**src/rtl/bmp_pkg.sv**
```systemverilog
// Shared types, colour encodings and the default start-screen artwork
// for the monochrome bitmap drawers.
package bmp_pkg;

    localparam logic [7:0] TRANSPARENT_ENCODING = 8'h00;
    localparam logic [7:0] DEFAULT_ON_COLOR     = 8'hFF;

    typedef enum logic [2:0] {
        IDLE,
        REVEAL,
        SHOW,
        BLINK_ON,
        BLINK_OFF
    } bmp_state_t;

    localparam int START_W = 55;
    localparam int START_H = 25;

    // Framed banner: one-pixel border plus a band of block "glyphs" across
    // the middle rows. Built procedurally so the artwork stays readable.
    function automatic logic [START_W*START_H-1:0] make_start_bmp();
        logic [START_W*START_H-1:0] b;
        b = '0;
        for (int r = 0; r < START_H; r++) begin
            for (int c = 0; c < START_W; c++) begin
                if (r == 0 || r == START_H-1 || c == 0 || c == START_W-1 ||
                    (r >= 8 && r <= 16 && c >= 3 && c <= START_W-4 &&
                     (c % 4) != 3 && (((c / 4) + r) % 2) == 0))
                    b[(START_H-1-r)*START_W + (START_W-1-c)] = 1'b1;
            end
        end
        return b;
    endfunction

    localparam logic [START_W*START_H-1:0] START_BMP = make_start_bmp();

endpackage

```
**src/rtl/mono_bitmap_rom.sv**
```systemverilog
// Combinational row/column lookup into a packed monochrome bitmap.
// Out-of-range coordinates report in_range=0 and never index the bitmap.
module mono_bitmap_rom #(
    parameter int                     OBJ_W  = 55,
    parameter int                     OBJ_H  = 25,
    parameter logic [OBJ_H*OBJ_W-1:0] BITMAP = '0
) (
    input  logic [10:0] row,
    input  logic [10:0] col,
    output logic        pixel,
    output logic        in_range
);

    localparam int          N     = OBJ_W * OBJ_H;
    localparam int          IDX_W = (N > 1) ? $clog2(N) : 1;
    localparam logic [10:0] H_LIM = 11'(OBJ_H);
    localparam logic [10:0] W_LIM = 11'(OBJ_W);

    logic [IDX_W-1:0] idx;

    // Row 0 sits in the MSB slice; column 0 is the MSB of its row.
    always_comb begin
        in_range = (row < H_LIM) && (col < W_LIM);
        idx      = '0;
        pixel    = 1'b0;
        if (in_range) begin
            idx   = IDX_W'((OBJ_H - 1 - int'(row)) * OBJ_W + (OBJ_W - 1 - int'(col)));
            pixel = BITMAP[idx];
        end
    end

endmodule

```
**src/rtl/blink_reveal_bitmap.sv**
```systemverilog
// Scaled monochrome bitmap drawer with a frame-synchronous top-down reveal
// wipe and optional blinking. All state changes happen on startOfFrame so
// a frame is never torn.
module blink_reveal_bitmap
    import bmp_pkg::*;
#(
    parameter int                     OBJ_W        = 55,
    parameter int                     OBJ_H        = 25,
    parameter int                     SCALE_SHIFT  = 1,
    parameter int                     REVEAL_STEP  = 1,
    parameter int                     BLINK_FRAMES = 30,
    parameter logic [OBJ_H*OBJ_W-1:0] BITMAP       = bmp_pkg::START_BMP
) (
    input  logic        clk,
    input  logic        reset,
    input  logic [10:0] offsetX,
    input  logic [10:0] offsetY,
    input  logic        InsideRectangle,
    input  logic        startOfFrame,
    input  logic        enable,
    input  logic        blinkEn,
    input  logic [7:0]  colorIn,
    output logic        drawingRequest,
    output logic [7:0]  RGBout,
    output logic        visible
);

    localparam int RW = $clog2(OBJ_H + 1);
    localparam int RS = RW + 1;
    localparam int BW = (BLINK_FRAMES > 1) ? $clog2(BLINK_FRAMES) : 1;

    localparam logic [RS-1:0] STEP_SUM  = RS'(REVEAL_STEP);
    localparam logic [RS-1:0] H_SUM     = RS'(OBJ_H);
    localparam logic [BW-1:0] BLINK_END = BW'(BLINK_FRAMES - 1);

    bmp_state_t    state_q, state_d;
    logic [RW-1:0] reveal_row_q, reveal_row_d;
    logic [BW-1:0] blink_cnt_q, blink_cnt_d;
    logic [7:0]    rgb_q, rgb_d;
    logic          draw_q, draw_d;
    logic          visible_q, visible_d;

    logic [RS-1:0] reveal_sum;
    logic [10:0]   row, col;
    logic          rom_pixel, rom_in_range;
    logic          shown, hit;

    assign row = offsetY >> SCALE_SHIFT;
    assign col = offsetX >> SCALE_SHIFT;

    mono_bitmap_rom #(
        .OBJ_W  (OBJ_W),
        .OBJ_H  (OBJ_H),
        .BITMAP (BITMAP)
    ) u_rom (
        .row      (row),
        .col      (col),
        .pixel    (rom_pixel),
        .in_range (rom_in_range)
    );

    // State, counters and registered pixel outputs.
    always_ff @(posedge clk or posedge reset) begin
        if (reset) begin
            state_q      <= IDLE;
            reveal_row_q <= '0;
            blink_cnt_q  <= '0;
            rgb_q        <= TRANSPARENT_ENCODING;
            draw_q       <= 1'b0;
            visible_q    <= 1'b0;
        end else begin
            state_q      <= state_d;
            reveal_row_q <= reveal_row_d;
            blink_cnt_q  <= blink_cnt_d;
            rgb_q        <= rgb_d;
            draw_q       <= draw_d;
            visible_q    <= visible_d;
        end
    end

    // Next state: only evaluated on a frame tick; enable=0 beats blinkEn beats counter.
    always_comb begin
        state_d      = state_q;
        reveal_row_d = reveal_row_q;
        blink_cnt_d  = blink_cnt_q;
        reveal_sum   = {1'b0, reveal_row_q} + STEP_SUM;
        if (startOfFrame) begin
            case (state_q)
                IDLE: begin
                    if (enable) begin
                        state_d      = REVEAL;
                        reveal_row_d = '0;
                    end
                end
                REVEAL: begin
                    if (!enable) begin
                        state_d = IDLE;
                    end else if (reveal_sum >= H_SUM) begin
                        reveal_row_d = RW'(OBJ_H);
                        state_d      = SHOW;
                    end else begin
                        reveal_row_d = reveal_sum[RW-1:0];
                    end
                end
                SHOW: begin
                    if (!enable) begin
                        state_d = IDLE;
                    end else if (blinkEn) begin
                        state_d     = BLINK_ON;
                        blink_cnt_d = '0;
                    end
                end
                BLINK_ON, BLINK_OFF: begin
                    if (!enable) begin
                        state_d = IDLE;
                    end else if (!blinkEn) begin
                        state_d = SHOW;
                    end else if (blink_cnt_q == BLINK_END) begin
                        state_d     = (state_q == BLINK_ON) ? BLINK_OFF : BLINK_ON;
                        blink_cnt_d = '0;
                    end else begin
                        blink_cnt_d = blink_cnt_q + 1'b1;
                    end
                end
                default: state_d = IDLE;
            endcase
        end
    end

    // Pixel hit, colour substitution and visibility flag.
    always_comb begin
        case (state_q)
            REVEAL:         shown = (row < 11'(reveal_row_q));
            SHOW, BLINK_ON: shown = 1'b1;
            default:        shown = 1'b0;
        endcase
        hit       = InsideRectangle && rom_in_range && rom_pixel && shown;
        rgb_d     = TRANSPARENT_ENCODING;
        if (hit)
            rgb_d = (colorIn == TRANSPARENT_ENCODING) ? DEFAULT_ON_COLOR : colorIn;
        draw_d    = hit;
        visible_d = (state_d == REVEAL) || (state_d == SHOW) || (state_d == BLINK_ON);
    end

    assign RGBout         = rgb_q;
    assign drawingRequest = draw_q;
    assign visible        = visible_q;

endmodule

```
**config.mk**
```make
export PLATFORM = sky130hd
export DESIGN_NAME = blink_reveal_bitmap
export DESIGN_NICKNAME = d
export VERILOG_FILES = /design/src/rtl/bmp_pkg.sv /design/src/rtl/mono_bitmap_rom.sv /design/src/rtl/blink_reveal_bitmap.sv
export SDC_FILE = /design/constraint.sdc
export NUM_CORES = 1
export LEC_CHECK = 0
export CAP_MARGIN = 20
export CORE_ASPECT_RATIO = 0.7
export CORE_UTILIZATION = 53
export DETAILED_ROUTE_END_ITERATION = 12
export PLACE_DENSITY_LB_ADDON = 0.15
export SLEW_MARGIN = 10
export SYNTH_ARGS = -nofsm -noshare
export SYNTH_HDL_FRONTEND = slang
export SYNTH_SLANG_ARGS = --single-unit
```
**constraint.sdc**
```tcl
create_clock -name clk -period 6.5 [get_ports clk]
set_input_delay 0.975 -clock clk [delete_from_list [all_inputs] [get_ports clk]]
set_output_delay 0.975 -clock clk [all_outputs]
set_load 0.01 [all_outputs]
```
==> out/results.txt <==
FMAX: 161 MHz
Post-Syn Area: 3860 sq um
Largest net degree at the start of global routing: 24
Initial Util: 0.561
FF/Latch Area: 576 sq um
GRT overflow: 0
Crit start category: primary input
Die X: 104 um
Largest cells by area after synthesis: ha_1 16%, dfrtp_1 15%, fa_1 13%
Synth Flop Type: dfrtp_1
Actual slew at the worst max-slew pin: 0.963 ns
Max-slew violation count: 0
Final nets: 634
RSZ-0062 raised after global routing: no
Most common cell in the netlist: inv_1
Post-DR wirelength/cell: 14.6 um
Max Clock Skew: 0.00153 ns
DRT Pass-1 Iters: 5
Ys async rst share: 1.00
Vias in the first global route: 3,360
Req. time, crit path: 6.66 ns
Post-synth top cells: 70 x inv_1, 48 x ha_1, 34 x nand2_1
CTS Buf Count: 3
Via-to-Cell Ratio: 5.76
Initial antenna violation count: 0
Syn_area_per_cell: 8.30 sq um
Multi-input combinational cell area: 2960 sq um
Final setup violation count: 0
Core area: 6880 sq um
Max Root-Sink Buffers: 2
CTS tree: done
Share of post-route cells with drive strength above 1: 0.0822
Detailed Route WL: 9010 um
Cell count after synthesis: 465
CTS resizes: 0
Postcts setup bufs: 0
Via count: 3,551
Site Rows: 25
IO Pins: 46
Minimum clock period: 6.20 ns
Die Ht: 73.4 um
# diodes: 0
Syn Nets: 575
Cell taking the most area after synthesis: ha_1
Final ANT Viol Nets: 0
Hpwl dp: 7430 um
Placed Area: 4520 sq um
Clk sinks: 23
Skew-Pair Late Insertion Delay: 0.26 ns
Crit path DAT: 6.37 ns
First-pass GRT wire length: 15,300 um
Hold buffer count at CTS: 0
Synth Register Bits: 23
Post-route design area: 4600 sq um
Unique masters post-synth: 63
Final Hold Violating Endpoints: 0
Final core occ: 0.668
Tcrit/Tclk final: 0.955
YS warnings: 0
Outcome: complete, no violations
Overall Global Routing Usage: 0.248
Fill cells: 580
Critical path class: in -> reg
CP Max Fanout: 10
Hold Path Class: reg -> reg
Setup TNS Final: 0 ns
Post-synth top area share: 0.156
Die area: 7630 sq um
Drt drc: 0
Number of flops mapped to enable cells by yosys: 0
DRT iter0 DRCs: 199
CTS Root Cell: clkbuf_8
Max Cap Viol: 0
H-Tree Depth: 1
Reg clk slew, reported paths: 0.08 ns
Sequential share of the synthesized area: 0.149
Slew HR: 0.352
IO buf count: 43
Growth of design area from synthesis to finish: 19.2%
Worst setup EP type: flip-flop
GPL Wtd Cong: 0.945
==> per-layer routing <==
layer  routed length (um)  GRT usage  vias up
li1                     -          -     1753
met1                 4250      0.338     1670
met2                 4070      0.419      118
met3                  617     0.0488       10
met4                   69     0.0444        0
met5                    0          0        -
==> flip-flops by register name, indices dropped and copies added, names as in the netlist <==
name	flops
RGBout	8
visible	1
drawingRequest	1
state_q	3
blink_cnt_q	5
reveal_row_q	5
==> critical path, cell delays in order <==
cell             delay (ns)
clkdlybuf4s50_1        0.42
buf_4                  0.17
nor3_2                 0.21
xnor2_2                0.17
inv_1                  0.13
ha_1                   0.32
ha_1                   0.29
inv_1                  0.08
fa_1                   0.44
fa_1                   0.52
buf_4                  0.16
fa_1                   0.46
xor2_1                 0.24
buf_4                  0.23
nand2_1                0.19
a211oi_1               0.33
nor3_1                 0.07
a211oi_1               0.21
nor3_1                 0.06
nand4bb_1              0.17
a41o_2                 0.36
and3_1                 0.16
==> worst paths after layout <==
check                                            startpoint  cells past startpoint                          end  slack [ns]
worst min register to register   blink_cnt_q[3]$_DFFE_PP0P_                      1   blink_cnt_q[3]$_DFFE_PP0P_        0.55
worst min-delay path             blink_cnt_q[3]$_DFFE_PP0P_                      1   blink_cnt_q[3]$_DFFE_PP0P_        0.55
min in group asynchronous                             reset                      2   blink_cnt_q[2]$_DFFE_PP0P_        1.19
max in group asynchronous                             reset                      2  reveal_row_q[0]$_DFFE_PP0P_        4.79
worst max register to register  reveal_row_q[1]$_DFFE_PP0P_                      9          RGBout[0]$_DFF_PP0_        4.01
worst max-delay path                             offsetY[2]                     22     drawingRequest$_DFF_PP0_        0.30
==> area by class of cell <==
cell class	count	share of cell area
repair buffers	69	0.139
multi-input cells	357	0.643
flip-flops and latches	23	0.125
inverters	70	0.0571
clock buffers	3	0.00898
well taps	94	0.0256
clock inverters	1	0.00109
==> kinds of logic (layout without fill, tap and decap cells) <==
kind of cell               after synthesis  after routing  share of synthesized area
buffers and inverters                   85            143                     0.0895
DFF                                     23             23                      0.149
adders and majority gates               74             74                      0.291
AOI/OAI and AO/OA                      115            115                      0.211
and+or+nand+nor                        133            133                      0.178
xor gates and xnor gates                34             34                     0.0791
muxes                                    1              1                    0.00259
==> placed cells by master (no fill, tap or decap), drive strengths merged, types with 3 or more instances in the layout <==
| master | netlist | routed |
|---|---|---|
| nor4 | 3 | 3 |
| dfrtp | 23 | 23 |
| or3 | 5 | 5 |
| o31ai | 4 | 4 |
| o211ai | 6 | 6 |
| nor2 | 20 | 20 |
| clkdlybuf4s50 | 0 | 43 |
| ha | 48 | 48 |
| and2 | 3 | 3 |
| xnor2 | 26 | 26 |
| a31oi | 8 | 8 |
| and3 | 5 | 5 |
| clkbuf | 8 | 4 |
| o41ai | 3 | 3 |
| nand2 | 34 | 34 |
| o21ai | 19 | 19 |
| fa | 26 | 26 |
| buf | 7 | 25 |
| nor3 | 13 | 13 |
| o2111a | 8 | 8 |
| nand3 | 11 | 11 |
| a21oi | 33 | 33 |
| nand2b | 16 | 16 |
| or2 | 4 | 4 |
| nand4 | 6 | 6 |
| a211o | 3 | 3 |
| a211oi | 8 | 8 |
| xor2 | 8 | 8 |
| nor2b | 6 | 6 |
| inv | 70 | 70 |
==> metrics by stage <==
| stage | instances | setup slack [ns] | hold slack (ns) |
|---|---|---|---|
| 2_1_floorplan | 465 | 0.724 | 0.479 |
| 4_1_cts | 616 | 0.201 | 0.543 |
| 6_report | 617 | 0.295 | 0.548 |
| 3_5_place_dp | 612 | -0.0766 | 0.526 |
| 5_1_grt | 617 | 0.0158 | 0.565 |
| 3_3_place_gp | 612 | 0.0452 | 0.515 |
Power is left out: the tool's default activity adds up to more than one toggle a clock period on the data nets, which glitch-free logic cannot reach.
